--- src/rtl/irq_pkg.sv ---
// -----------------------------------------------------------------------------
// irq_pkg
// Shared types and constants for the interrupt arbiter controller.
//   irq_state_e : handshake FSM states (IDLE -> REQ -> SVC -> IDLE)
//   IRQ_MAX_SRC : largest supported number of interrupt sources
// -----------------------------------------------------------------------------
package irq_pkg;

    typedef enum logic [1:0] {
        IDLE = 2'd0,
        REQ  = 2'd1,
        SVC  = 2'd2
    } irq_state_e;

    localparam int IRQ_MAX_SRC = 32;

endpackage : irq_pkg

--- src/rtl/irq_src_detect.sv ---
// -----------------------------------------------------------------------------
// irq_src_detect
// Two-flop falling-edge detector for one interrupt line that is already
// synchronous to clk.
// Ports:
//   clk    : system clock
//   rst_n  : synchronous active-low reset
//   irq_i  : interrupt line
//   fall_o : one-cycle pulse after the line is first sampled low
// Both stages reset to 0, so a line that idles high after reset looks like a
// rising edge (ignored) instead of a false falling edge.
// -----------------------------------------------------------------------------
module irq_src_detect
    import irq_pkg::*;
(
    input  logic clk,
    input  logic rst_n,
    input  logic irq_i,
    output logic fall_o
);

    logic s1_q;
    logic s2_q;

    // Sample the line into a two-stage history shift register.
    always_ff @(posedge clk) begin
        if (!rst_n) begin
            s1_q <= 1'b0;
            s2_q <= 1'b0;
        end else begin
            s1_q <= irq_i;
            s2_q <= s1_q;
        end
    end

    // Previous sample high and newest sample low marks a falling edge.
    assign fall_o = ~s1_q & s2_q;

endmodule : irq_src_detect

--- src/rtl/irq_arbiter_ctrl.sv ---
// -----------------------------------------------------------------------------
// irq_arbiter_ctrl
// Latches falling edges on NUM_SRC interrupt lines as pending flags and hands
// one enabled pending source at a time to the CPU-side handler through a
// valid/ack handshake, then waits for an end-of-interrupt pulse before the
// next grant.
// Parameters:
//   NUM_SRC     : number of sources (2..32)
//   ID_W        : width of the source ID
//   ROUND_ROBIN : 0 = lowest index wins, 1 = rotating priority
// Ports:
//   clk, rst_n  : clock, synchronous active-low reset
//   irq_in      : interrupt lines, falling edge requests service
//   irq_en      : per-source eligibility mask
//   irq_valid   : grant presented to the handler
//   irq_id      : granted source ID (holds its last value when not valid)
//   irq_ack     : handler accepts the grant
//   irq_eoi     : single-cycle end-of-interrupt pulse
//   in_service  : grant accepted, awaiting EOI
//   irq_pend    : pending flags
// -----------------------------------------------------------------------------
module irq_arbiter_ctrl
    import irq_pkg::*;
#(
    parameter int NUM_SRC     = 8,
    parameter int ID_W        = $clog2(NUM_SRC),
    parameter int ROUND_ROBIN = 0
) (
    input  logic               clk,
    input  logic               rst_n,
    input  logic [NUM_SRC-1:0] irq_in,
    input  logic [NUM_SRC-1:0] irq_en,
    output logic               irq_valid,
    output logic [ID_W-1:0]    irq_id,
    input  logic               irq_ack,
    input  logic               irq_eoi,
    output logic               in_service,
    output logic [NUM_SRC-1:0] irq_pend
);

    generate
        if ((NUM_SRC < 2) || (NUM_SRC > IRQ_MAX_SRC)) begin : g_bad_num_src
            $error("irq_arbiter_ctrl: NUM_SRC out of range");
        end
    endgenerate

    // -------------------------------------------------------------------------
    // Source selection: first eligible index starting at 'start'. In fixed
    // priority mode the scan always starts at 0 and 'start' is not used.
    // -------------------------------------------------------------------------
    function automatic logic [ID_W-1:0] select_src(
        input logic [NUM_SRC-1:0] elig,
        input logic [ID_W-1:0]    start
    );
        logic            found;
        logic [ID_W-1:0] sel;
        int              idx;
        found = 1'b0;
        sel   = '0;
        for (int k = 0; k < NUM_SRC; k++) begin
            if (ROUND_ROBIN != 0) begin
                idx = (int'(start) + k) % NUM_SRC;
            end else begin
                idx = k;
            end
            if (!found && elig[idx]) begin
                found = 1'b1;
                sel   = ID_W'(idx);
            end else begin
                found = found;
            end
        end
        return sel;
    endfunction

    // -------------------------------------------------------------------------
    // Per-source falling-edge detectors
    // -------------------------------------------------------------------------
    logic [NUM_SRC-1:0] fall_s;

    genvar gi;
    generate
        for (gi = 0; gi < NUM_SRC; gi++) begin : g_det
            irq_src_detect u_det (
                .clk    (clk),
                .rst_n  (rst_n),
                .irq_i  (irq_in[gi]),
                .fall_o (fall_s[gi])
            );
        end
    endgenerate

    // -------------------------------------------------------------------------
    // State
    // -------------------------------------------------------------------------
    irq_state_e         state_q,   state_d;
    logic               valid_q,   valid_d;
    logic [ID_W-1:0]    id_q,      id_d;
    logic               insvc_q,   insvc_d;
    logic [ID_W-1:0]    ptr_q,     ptr_d;
    logic [NUM_SRC-1:0] pend_q,    pend_d;

    logic               hs_s;
    logic [NUM_SRC-1:0] elig_s;
    logic [NUM_SRC-1:0] clr_s;
    logic [ID_W-1:0]    sel_s;

    // Disabled sources stay pending but are hidden from the arbiter.
    assign elig_s = pend_q & irq_en;
    assign sel_s  = select_src(elig_s, ptr_q);

    // Handshake FSM: next state, grant registers and rotation pointer.
    always_comb begin
        state_d = state_q;
        valid_d = valid_q;
        id_d    = id_q;
        insvc_d = insvc_q;
        ptr_d   = ptr_q;
        hs_s    = 1'b0;
        case (state_q)
            IDLE: begin
                valid_d = 1'b0;
                if (elig_s != '0) begin
                    id_d    = sel_s;
                    valid_d = 1'b1;
                    state_d = REQ;
                end else begin
                    state_d = IDLE;
                end
            end
            REQ: begin
                // No retraction: the grant stays up until acknowledged.
                valid_d = 1'b1;
                if (irq_ack) begin
                    hs_s    = 1'b1;
                    valid_d = 1'b0;
                    insvc_d = 1'b1;
                    state_d = SVC;
                    if (id_q == ID_W'(NUM_SRC - 1)) begin
                        ptr_d = '0;
                    end else begin
                        ptr_d = id_q + ID_W'(1);
                    end
                end else begin
                    state_d = REQ;
                end
            end
            SVC: begin
                if (irq_eoi) begin
                    insvc_d = 1'b0;
                    state_d = IDLE;
                end else begin
                    state_d = SVC;
                end
            end
            default: begin
                state_d = IDLE;
                valid_d = 1'b0;
                insvc_d = 1'b0;
            end
        endcase
    end

    // Pending flags: a new edge wins over the handshake clear in the same cycle.
    always_comb begin
        if (hs_s) begin
            clr_s = {{(NUM_SRC-1){1'b0}}, 1'b1} << id_q;
        end else begin
            clr_s = '0;
        end
        pend_d = (pend_q & ~clr_s) | fall_s;
    end

    // State and output registers with synchronous reset.
    always_ff @(posedge clk) begin
        if (!rst_n) begin
            state_q <= IDLE;
            valid_q <= 1'b0;
            id_q    <= '0;
            insvc_q <= 1'b0;
            ptr_q   <= '0;
            pend_q  <= '0;
        end else begin
            state_q <= state_d;
            valid_q <= valid_d;
            id_q    <= id_d;
            insvc_q <= insvc_d;
            ptr_q   <= ptr_d;
            pend_q  <= pend_d;
        end
    end

    assign irq_valid  = valid_q;
    assign irq_id     = id_q;
    assign in_service = insvc_q;
    assign irq_pend   = pend_q;

endmodule : irq_arbiter_ctrl

--- config.mk ---
export PLATFORM = sky130hd
export DESIGN_NAME = irq_arbiter_ctrl
export DESIGN_NICKNAME = d
export VERILOG_FILES = /design/src/rtl/irq_pkg.sv /design/src/rtl/irq_src_detect.sv /design/src/rtl/irq_arbiter_ctrl.sv
export SDC_FILE = /design/constraint.sdc
export NUM_CORES = 1
export LEC_CHECK = 0
export BUFFER_PORTS_ARGS = -buffer_cell sky130_fd_sc_hd__buf_2
export CELL_PAD_IN_SITES_DETAIL_PLACEMENT = 0
export CELL_PAD_IN_SITES_GLOBAL_PLACEMENT = 2
export CORE_MARGIN = 2
export CORE_UTILIZATION = 31
export DETAILED_ROUTE_END_ITERATION = 8
export GPL_ROUTABILITY_DRIVEN = 0
export PLACE_DENSITY_LB_ADDON = 0.2
export SLEW_MARGIN = 20
export SYNTH_ARGS = -nofsm -noshare
export SYNTH_HDL_FRONTEND = slang
export SYNTH_HIERARCHICAL = 1
export SYNTH_SLANG_ARGS = --single-unit
--- constraint.sdc ---
create_clock -name clk -period 2.2 [get_ports clk]
set_clock_uncertainty 0.2 [all_clocks]
set_input_delay 0 -clock clk [delete_from_list [all_inputs] [get_ports clk]]
set_output_delay 0 -clock clk [all_outputs]
set_load 0.02 [all_outputs]
* Word-level counts from Yosys, hierarchy flattened
Index checks and enable logic that the tools add are counted.
** Operators by class
- Equality and inequality tests :: 4
- Shift-type cells :: 1
- Mux-type cells :: 27
- Bitwise gates (word level) :: 21
- Reductions and logical operators :: 18
** Operators by type and width (number)
- 8-bit bitwise AND :: 2
- 1-bit 2-to-1 mux :: 15
- 3-bit 2-to-1 mux :: 4
- 1-bit inverter :: 9
- 1-bit bitwise AND :: 8
- 2-bit 2-to-1 mux :: 4
- 8-bit 2-to-1 mux :: 1
- 8-bit inverter :: 1
- 8-bit bitwise OR :: 1
- 8-bit nonzero test :: 1
- 1-bit by 3-bit left shift with 8-bit output, first input constant :: 1
- 1-bit logical AND :: 7
- 1-bit logical NOT :: 7
- 1-bit case mux with 3 select lines :: 2
- 2-bit case mux with 3 select lines :: 1
- 2-bit inequality test, second input constant :: 2
- 3-bit AND reduction :: 1
- 2-bit by 1-bit == test with 1-bit output, second input constant :: 1
- 2-bit == test, second input constant :: 1
- 2-bit logical NOT :: 1
- 2-bit AND reduction :: 1
** Storage, ports and cells
- Flip-flop bits (word level) :: 31
- Input port bits :: 20
- Output and inout bits :: 13
- Logic and storage cells :: 92

* Longest topological paths before layout
Gate-level depths: netlist of the first run.
- Word-level depth :: 23
- Depth in mapped cells :: 5
- Mapped depth without buffers :: 4

* Hierarchy
The synthesis of the first run kept the hierarchy.
** By module, submodules not included
- irq_arbiter_ctrl :: times used 1, cells an instance 78, area each 710.7 um2, seq. area each 300.3 um2
- irq_src_detect :: times used 8, cells an instance 5, area each 62.6 um2, seq. area each 40.0 um2

* Worst setup path after synthesis of the first run
OpenSTA, ideal clock, no wires.
- Kind :: register to register
- From :: register pend_q[0], in the netlist irq_pend[0]
- To :: register valid_q, in the netlist irq_valid
- Library setup time :: 0.120 ns
- Arrival :: 1.454 ns
- Path slack :: 0.427 ns
- Stages on the path, launching flop included :: 5
- Buffers on the path :: 0
- Clock period less this slack :: 1.773 ns
- Cells stage by stage :: dfxtp_1 -> a222oi_1 -> a21boi_2 -> a41oi_2 -> o31a_1
** On the way
- Word-level cells in the longest chain between the ends :: 4
** Ends and longest elaborated chain
- from (decl) :: line irq_arbiter_ctrl.sv:101 : logic [NUM_SRC-1:0] pend_q, pend_d;
- from (signal assigned) :: line irq_arbiter_ctrl.sv:189 : pend_q <= pend_d;
- 8-bit bitwise AND :: line irq_arbiter_ctrl.sv:109 : assign elig_s = pend_q & irq_en;
- 8-bit nonzero test :: line irq_arbiter_ctrl.sv:123 : if (elig_s != '0) begin
- 1-bit 2-to-1 mux :: line irq_arbiter_ctrl.sv:123
- 1-bit case mux with 3 select lines :: line irq_arbiter_ctrl.sv:120 : case (state_q)
- to (signal assigned) :: line irq_arbiter_ctrl.sv:185 : valid_q <= valid_d;
- to (decl) :: line irq_arbiter_ctrl.sv:97 : logic valid_q, valid_d;
Every way passes these cells.
A chain may end at the register's enable or synchronous reset.

* Worst setup path after layout of the first run
- From :: register state_q[1]
- To :: register id_q[0], in the netlist irq_id[0]
** On the way
- Word-level cells in the longest chain between the ends :: 2
** Ends and longest elaborated chain
- from (decl) :: line irq_arbiter_ctrl.sv:96 : irq_state_e state_q, state_d;
- from (signal assigned) :: line irq_arbiter_ctrl.sv:184 : state_q <= state_d;
- 2-bit logical NOT :: line irq_arbiter_ctrl.sv:120
- 2-bit AND reduction (no line)
- to (signal assigned) :: line irq_arbiter_ctrl.sv:186 : id_q <= id_d;
- to (decl) :: line irq_arbiter_ctrl.sv:98 : logic [ID_W-1:0] id_q, id_d;
Every way passes these cells.

==> flow_summary.rst, run 1 <==
.. list-table::
   :header-rows: 1

   * - Metric
     - Value
   * - Post-route minimum period
     - 1.98 ns
   * - Share of layout cells above drive strength 1
     - 33.5%
   * - Data arrival, critical path
     - 1.96 ns
   * - Leading post-synthesis cells by cell area
     - dfxtp_1 51%, and2b_2 5.8%, and2_2 5.0%
   * - Via density per instance
     - 4.59
   * - Run status
     - complete, no violations
   * - Chip width
     - 66.5 µm
   * - Top library cells by usage in the layout, fill and taps aside
     - 32 x buf_2, 31 x dfxtp_1, 17 x dlygate4sd3_1
   * - Routed WL
     - 2.56 mm
   * - Crit path launch type
     - register
   * - Number of storage elements in the synthesis netlist
     - 31
   * - Worst R2R Path Depth
     - 5
   * - Total Die Area
     - 4420 µm²
   * - Initial DRC count
     - 40
   * - Number of clock buffers inserted by TritonCTS
     - 5
   * - Syn Nets
     - 138
   * - Slew HR
     - 70.9%
   * - Number of buffers on the longest clock path
     - 2
   * - Required @ worst endpoint
     - 2.17 ns
   * - DRC violation count after routing
     - 0
   * - Area added between synthesis and finish
     - 39.9%
   * - # Max-Cap Violations
     - 0
   * - Via count
     - 1014
   * - Largest net degree at the start of global routing
     - 32
   * - Final setup violating endpoints
     - 0
   * - Worst Setup End Kind
     - register
   * - Clock transition at the register clock pins on the worst setup and hold paths after CTS
     - 0.06 ns
   * - Routed length per placed instance
     - 11.6 µm
   * - Remaining global-route overflow
     - 0
   * - Fraction of post-synthesis cell area in the top cell type by area
     - 51.2%
   * - Post-CTS setup repair buffer count
     - 0
   * - Path type of the worst min-delay path
     - primary input to register
   * - Pwr/cell area
     - 769 nW/µm²
   * - Portion of the post-synthesis area used by sequential elements
     - 51.2%
   * - Total Negative Setup Slacks
     - 0 ns
   * - Antenna cells
     - 0
   * - CTS sink count
     - 31
   * - Worst hold slack
     - 0.000282 ns
   * - Placeable Area
     - 3720 µm²
   * - Crit Path Max Fanout
     - 8
   * - Number of buffers added to fix hold violations after cts
     - 17
   * - Max-slew violation total from the final report
     - 0
   * - First-pass GRT wire length
     - 4.33 mm
   * - Peak supply drop
     - 412 µV
   * - Leakage dissipation
     - 0.731 nW
   * - Number of rows created at floorplan
     - 22
   * - Vias in the first global route
     - 1005
   * - Skew-Pair Late Insertion Delay
     - 0.27 ns
   * - Synthesized area divided by synthesized cell count
     - 10.3 µm²
   * - Global-route usage over all layers
     - 13.4%
   * - Area leader, netlist
     - dfxtp_1
   * - Worst Max-Slew Pin Slew
     - 0.437 ns
   * - Setup repair after global routing missed its margin
     - false
   * - CTS tree
     - built
   * - Detail Route Antenna Nets
     - 0
   * - Most common flop cell mapped by yosys
     - dfxtp_1
   * - Gate count of the mapped netlist
     - 118
   * - Count of cells along the worst hold path
     - 4
   * - Maximum operating frequency
     - 504 MHz
   * - Die boundary height
     - 66.5 µm
   * - Deepest level of the CTS H-tree
     - 2
   * - Total of warnings raised by yosys
     - 6
   * - Final layout net count
     - 192
   * - Detailed-placement wirelength estimate
     - 1.77 mm
   * - Total iterations of the first detailed-routing run
     - 4
   * - Post-route standard cell area excluding fillers
     - 1690 µm²
   * - I/O pin cnt
     - 33
   * - Count of input and output buffers
     - 32
   * - Most common cell after layout, fill and taps aside
     - buf_2
   * - Period utilisation layout
     - 90.2%
   * - Number of unique standard cell types used by synthesis
     - 31
   * - Post-synth EDFFs
     - 0
   * - Class of the most critical setup path
     - register to register
   * - Placed cell areas
     - 1420 µm²
   * - Initial core utilization
     - 32.6%
   * - Antenna violations before repair
     - 0
   * - Final hold violation count
     - 0
   * - Netlist area before placement
     - 1210 µm²
   * - Clock Tree Root
     - clkbuf_8
   * - Async set or reset register ratio after synthesis
     - 0%
   * - Gates resized, CTS repair
     - 0
[layer usage]
layer | part of all wire, % | track usage, %
met1 | 44 | 14.4
met2 | 50 | 23.0
met3 | 4.5 | 4.56
met4 | 1.9 | 6.89
met5 | 0 | 0
[worst paths after layout]
path	slack, ns	to	from
worst min register to register	0.26	g_det[0].u_det/s2_q	g_det[0].u_det/s1_q
worst max-delay path	0.22	irq_id[0]	state_q[1]
worst min-delay path	0.0003	state_q[0]	irq_en[5]
worst max register to register	0.22	irq_id[0]	state_q[1]
[layout make-up]
class / instances / area [µm²]
Tap cell: 48 / 60.1
Timing Repair Buffer: 49 / 330
Sequential cell: 31 / 621
Clock buffer: 8 / 100
Inverter: 3 / 11.3
Multi-Input combinational cell: 82 / 572
Fill cell: 386 / 2020
[flip-flops by register name (all words and copies together) (netlist names)]
name	flops
g_det.u_det/s2_q	8
irq_valid	1
state_q	2
irq_pend	8
in_service	1
g_det.u_det/s1_q	8
irq_id	3
[power by group]
part,internal [mW],switching (mW)
sequential,0.599,0.0405
combinational,0.100,0.0897
clock,0.285,0.189
total,0.985,0.319
[metrics by stage]
stage	instances	utilization, %	power [mW]	setup slack (ns)
after detailed placement	196	38.3	0.818	0.395
final	221	45.6	1.30	0.215
after global placement	196	38.3	0.814	0.436
after CTS	221	45.6	1.32	0.245
after floorplan	118	-	0.750	0.427
after global routing	221	45.6	1.38	0.137
[synthesized netlist by cell type, drive strengths merged (3+ instances only)]
library cell / instances
a21oi: 8
and2: 16
and2b: 8
dfxtp: 31
inv: 3
nand2: 10
nand4: 3
nor2: 3
nor2b: 7
o21a: 3
o31a: 3
[cell families after synthesis]
family | Yosys count | synth area share, %
flip-flops | 31 | 51.2
buffers and inverters | 5 | 1.55
AO/OA/AOI/OAI | 28 | 18.8
AND/OR/NAND/NOR | 54 | 28.4
[worst max-delay path: stages, from the launching register on]
cell and delay (ns):
dfxtp_1 0.36, or2_1 0.31, a31oi_1 0.20, o211ai_1 0.12, dlygate4sd3_1 0.57, o211a_1 0.12
No activity file was read; power rests on OpenSTA's default activity.
==> run 2, diff against run 1 <==
--- a/config.mk
+++ b/config.mk
@@ -9,11 +9,11 @@
 export CELL_PAD_IN_SITES_DETAIL_PLACEMENT = 0
 export CELL_PAD_IN_SITES_GLOBAL_PLACEMENT = 2
 export CORE_MARGIN = 2
-export CORE_UTILIZATION = 31
+export CORE_UTILIZATION = 32
+export CTS_BUF_LIST = sky130_fd_sc_hd__clkbuf_4
 export DETAILED_ROUTE_END_ITERATION = 8
 export GPL_ROUTABILITY_DRIVEN = 0
-export PLACE_DENSITY_LB_ADDON = 0.2
-export SLEW_MARGIN = 20
+export PLACE_DENSITY = 0.79
 export SYNTH_ARGS = -nofsm -noshare
 export SYNTH_HDL_FRONTEND = slang
 export SYNTH_HIERARCHICAL = 1
==> run 2 against run 1 <==
Effect of this change: sequential power is essentially flat; sequential share of layout area fell by 1.3 points; combinational power increased by 7%; power shrank 12%; critical path depth did not move; flip-flop and latch count stayed put; final cell count up 5.0%; count of clock-buffer cells in the layout decreased by 2; via count increased by 5.8%; register-to-register slack improved by 0.04 ns; first-iteration DRC count down 7.5%; hold slack better by 0.11 ns; critical endpoint unchanged.
==> flow_summary.rst, run 2 (synthesis results as in run 1) <==
.. list-table::
   :header-rows: 1

   * - Metric
     - Value
   * - CTS tree
     - built
   * - DRC violation count after routing
     - 0 (unchanged)
   * - Path type of the worst min-delay path
     - primary input to register
   * - Slew HR
     - 69.8% (-1.1 points)
   * - Setup repair after global routing missed its margin
     - false
   * - # Max-Cap Violations
     - 0 (unchanged)
   * - Worst Max-Slew Pin Slew
     - 0.453 ns (+0.0166 ns)
   * - Via density per instance
     - 4.63 (+0.80%)
   * - Final non-filler cell total
     - 232 (+5.0%)
   * - Required @ worst endpoint
     - 2.28 ns (+0.11 ns)
   * - Met1 Wirelength
     - 1.18 mm (+5.7%)
   * - Antenna cells
     - 0 (unchanged)
   * - Run status
     - complete, no violations
   * - Total Die Area
     - 4290 µm² (-2.9%)
   * - Class of the most critical setup path
     - register to register
   * - Global-route usage over all layers
     - 14.2% (+0.81 points)
   * - Peak supply drop
     - 341 µV (-17%)
   * - Vias in the first global route
     - 1011 (+0.60%)
   * - Final layout net count
     - 203 (+5.7%)
   * - Post-CTS setup repair buffer count
     - 0 (unchanged)
   * - Initial DRC count
     - 37 (-7.5%)
   * - Antenna violations before repair
     - 0 (unchanged)
   * - Worst Setup End Kind
     - register
   * - Largest net degree at the start of global routing
     - 32 (unchanged)
   * - Routed WL
     - 2.66 mm (+3.7%)
   * - Skew-Pair Late Insertion Delay
     - 0.33 ns (+0.06 ns)
   * - Detailed-routed wire length on met2
     - 1.31 mm (+2.1%)
   * - Final setup violating endpoints
     - 0 (unchanged)
   * - Top library cells by usage in the layout, fill and taps aside
     - 32 x buf_2, 31 x dfxtp_1, 28 x dlygate4sd3_1
   * - Remaining global-route overflow
     - 0 (unchanged)
   * - Final hold violation count
     - 0 (unchanged)
   * - Share of layout cells above drive strength 1
     - 31.0% (-2.5 points)
   * - I/O pin cnt
     - 33 (unchanged)
   * - Most common cell after layout, fill and taps aside
     - buf_2
   * - Top metal layer carrying routed signals
     - met4
   * - Chip width
     - 65.5 µm (-1.5%)
   * - Total Negative Setup Slacks
     - 0 ns (unchanged)
   * - Detailed-placement wirelength estimate
     - 1.76 mm (-0.72%)
   * - Pwr/cell area
     - 655 nW/µm² (-15%)
   * - Number of clock buffers inserted by TritonCTS
     - 5 (unchanged)
   * - Crit Path Max Fanout
     - 5 (-3)
   * - Maximum operating frequency
     - 514 MHz (+2.1%)
   * - Crit path launch type
     - register
   * - Initial core utilization
     - 33.1% (+0.49 points)
   * - Clock transition at the register clock pins on the worst setup and hold paths after CTS
     - 0.09 ns (+0.03 ns)
   * - WL met3
     - 119 µm (+3.5%)
   * - Placed cell count
     - 196 (unchanged)
   * - Area added between synthesis and finish
     - 45.0%
   * - Number of rows created at floorplan
     - 22 (unchanged)
   * - Gates resized, CTS repair
     - 0 (unchanged)
   * - First-pass GRT wire length
     - 4.50 mm (+4.0%)
   * - Total iterations of the first detailed-routing run
     - 4 (unchanged)
   * - Number of buffers on the longest clock path
     - 2 (unchanged)
   * - Die boundary height
     - 65.5 µm (-1.5%)
   * - CTS sink count
     - 31 (unchanged)
   * - Leakage dissipation
     - 0.770 nW (+5.3%)
   * - Routed length per placed instance
     - 11.5 µm (-1.2%)
   * - Deepest level of the CTS H-tree
     - 2 (unchanged)
   * - Power consumption
     - 1.15 mW (-12%)
   * - Count of input and output buffers
     - 32 (unchanged)
   * - Placeable Area
     - 3660 µm² (-1.5%)
   * - Via count
     - 1073 (+5.8%)
   * - Post-route minimum period
     - 1.94 ns (-0.0406 ns)
   * - Period utilisation layout
     - 88.4% (-1.8 points)
   * - Detail Route Antenna Nets
     - 0 (unchanged)
   * - Data arrival, critical path
     - 2.02 ns (+0.06 ns)
   * - Clock Tree Root
     - clkbuf_4
   * - Max-slew violation total from the final report
     - 0 (unchanged)
-- run 2: changes by cell type in the layout (fill, tap and decap cells not counted), sizes merged --
cell         change
clkbuf           -2
clkinv           +2
dlygate4sd3     +11
-- run 2: power breakdown --
part | switching, mW | internal, mW
clock network | 0.179 | 0.130
registers | 0.0392 | 0.598
logic | 0.0912 | 0.112
total | 0.310 | 0.841
-- run 2: layout make-up --
class | count | area [µm²]
clock buffer | 6 | 45.0
multi-input combinational | 82 | 572
fill | 366 | 1900
tap | 48 | 60.1
timing repair buffer | 60 | 440
sequential | 31 | 621
clock inverter | 2 | 7.51
inverter | 3 | 11.3
-- run 2: worst paths after layout --
kind                        from             endpoint  slack, ns  cells after the start
max                  irq_pend[0]            irq_id[0]       0.26                      5
min                    irq_en[2]            irq_id[2]       0.11                      4
max reg2reg          irq_pend[0]            irq_id[0]       0.26                      5
min reg2reg  g_det[0].u_det/s1_q  g_det[0].u_det/s2_q       0.27                      1
-- run 2: through the flow --
step	utilization, %	setup WS (ns)	cell area, µm²	hold slack (ns)
finish	48.0	0.256	1760	0.109
global placement	38.9	0.421	1420	0.00575
CTS	48.0	0.249	1760	0.0958
floorplan	-	0.427	1210	-0.0783
global route	48.0	0.163	1760	0.0985
detailed placement	38.9	0.372	1420	0.0115
-- run 2: per-layer routing --
layer  track usage [%]  vias to the layer above
met5                 0                        -
li1                  -                      549
met3              5.65                        7
met1              16.1                      499
met4              5.47                        0
met2              23.7                       18
-- run 2: what timing repair did --
| action | in CTS | in global routing |
|---|---|---|
| hold buffers | 28 | 0 |
| setup endpoints to repair | 0 | 0 |
| endpoints found under the hold margin | 23 | 0 |
-- run 2: critical path, stage by stage (launching register included) --
cell and delay, ns:
dfxtp_1 0.35, a222oi_1 0.39, nand2_1 0.09, o211ai_1 0.16, dlygate4sd3_1 0.56, o211a_1 0.14
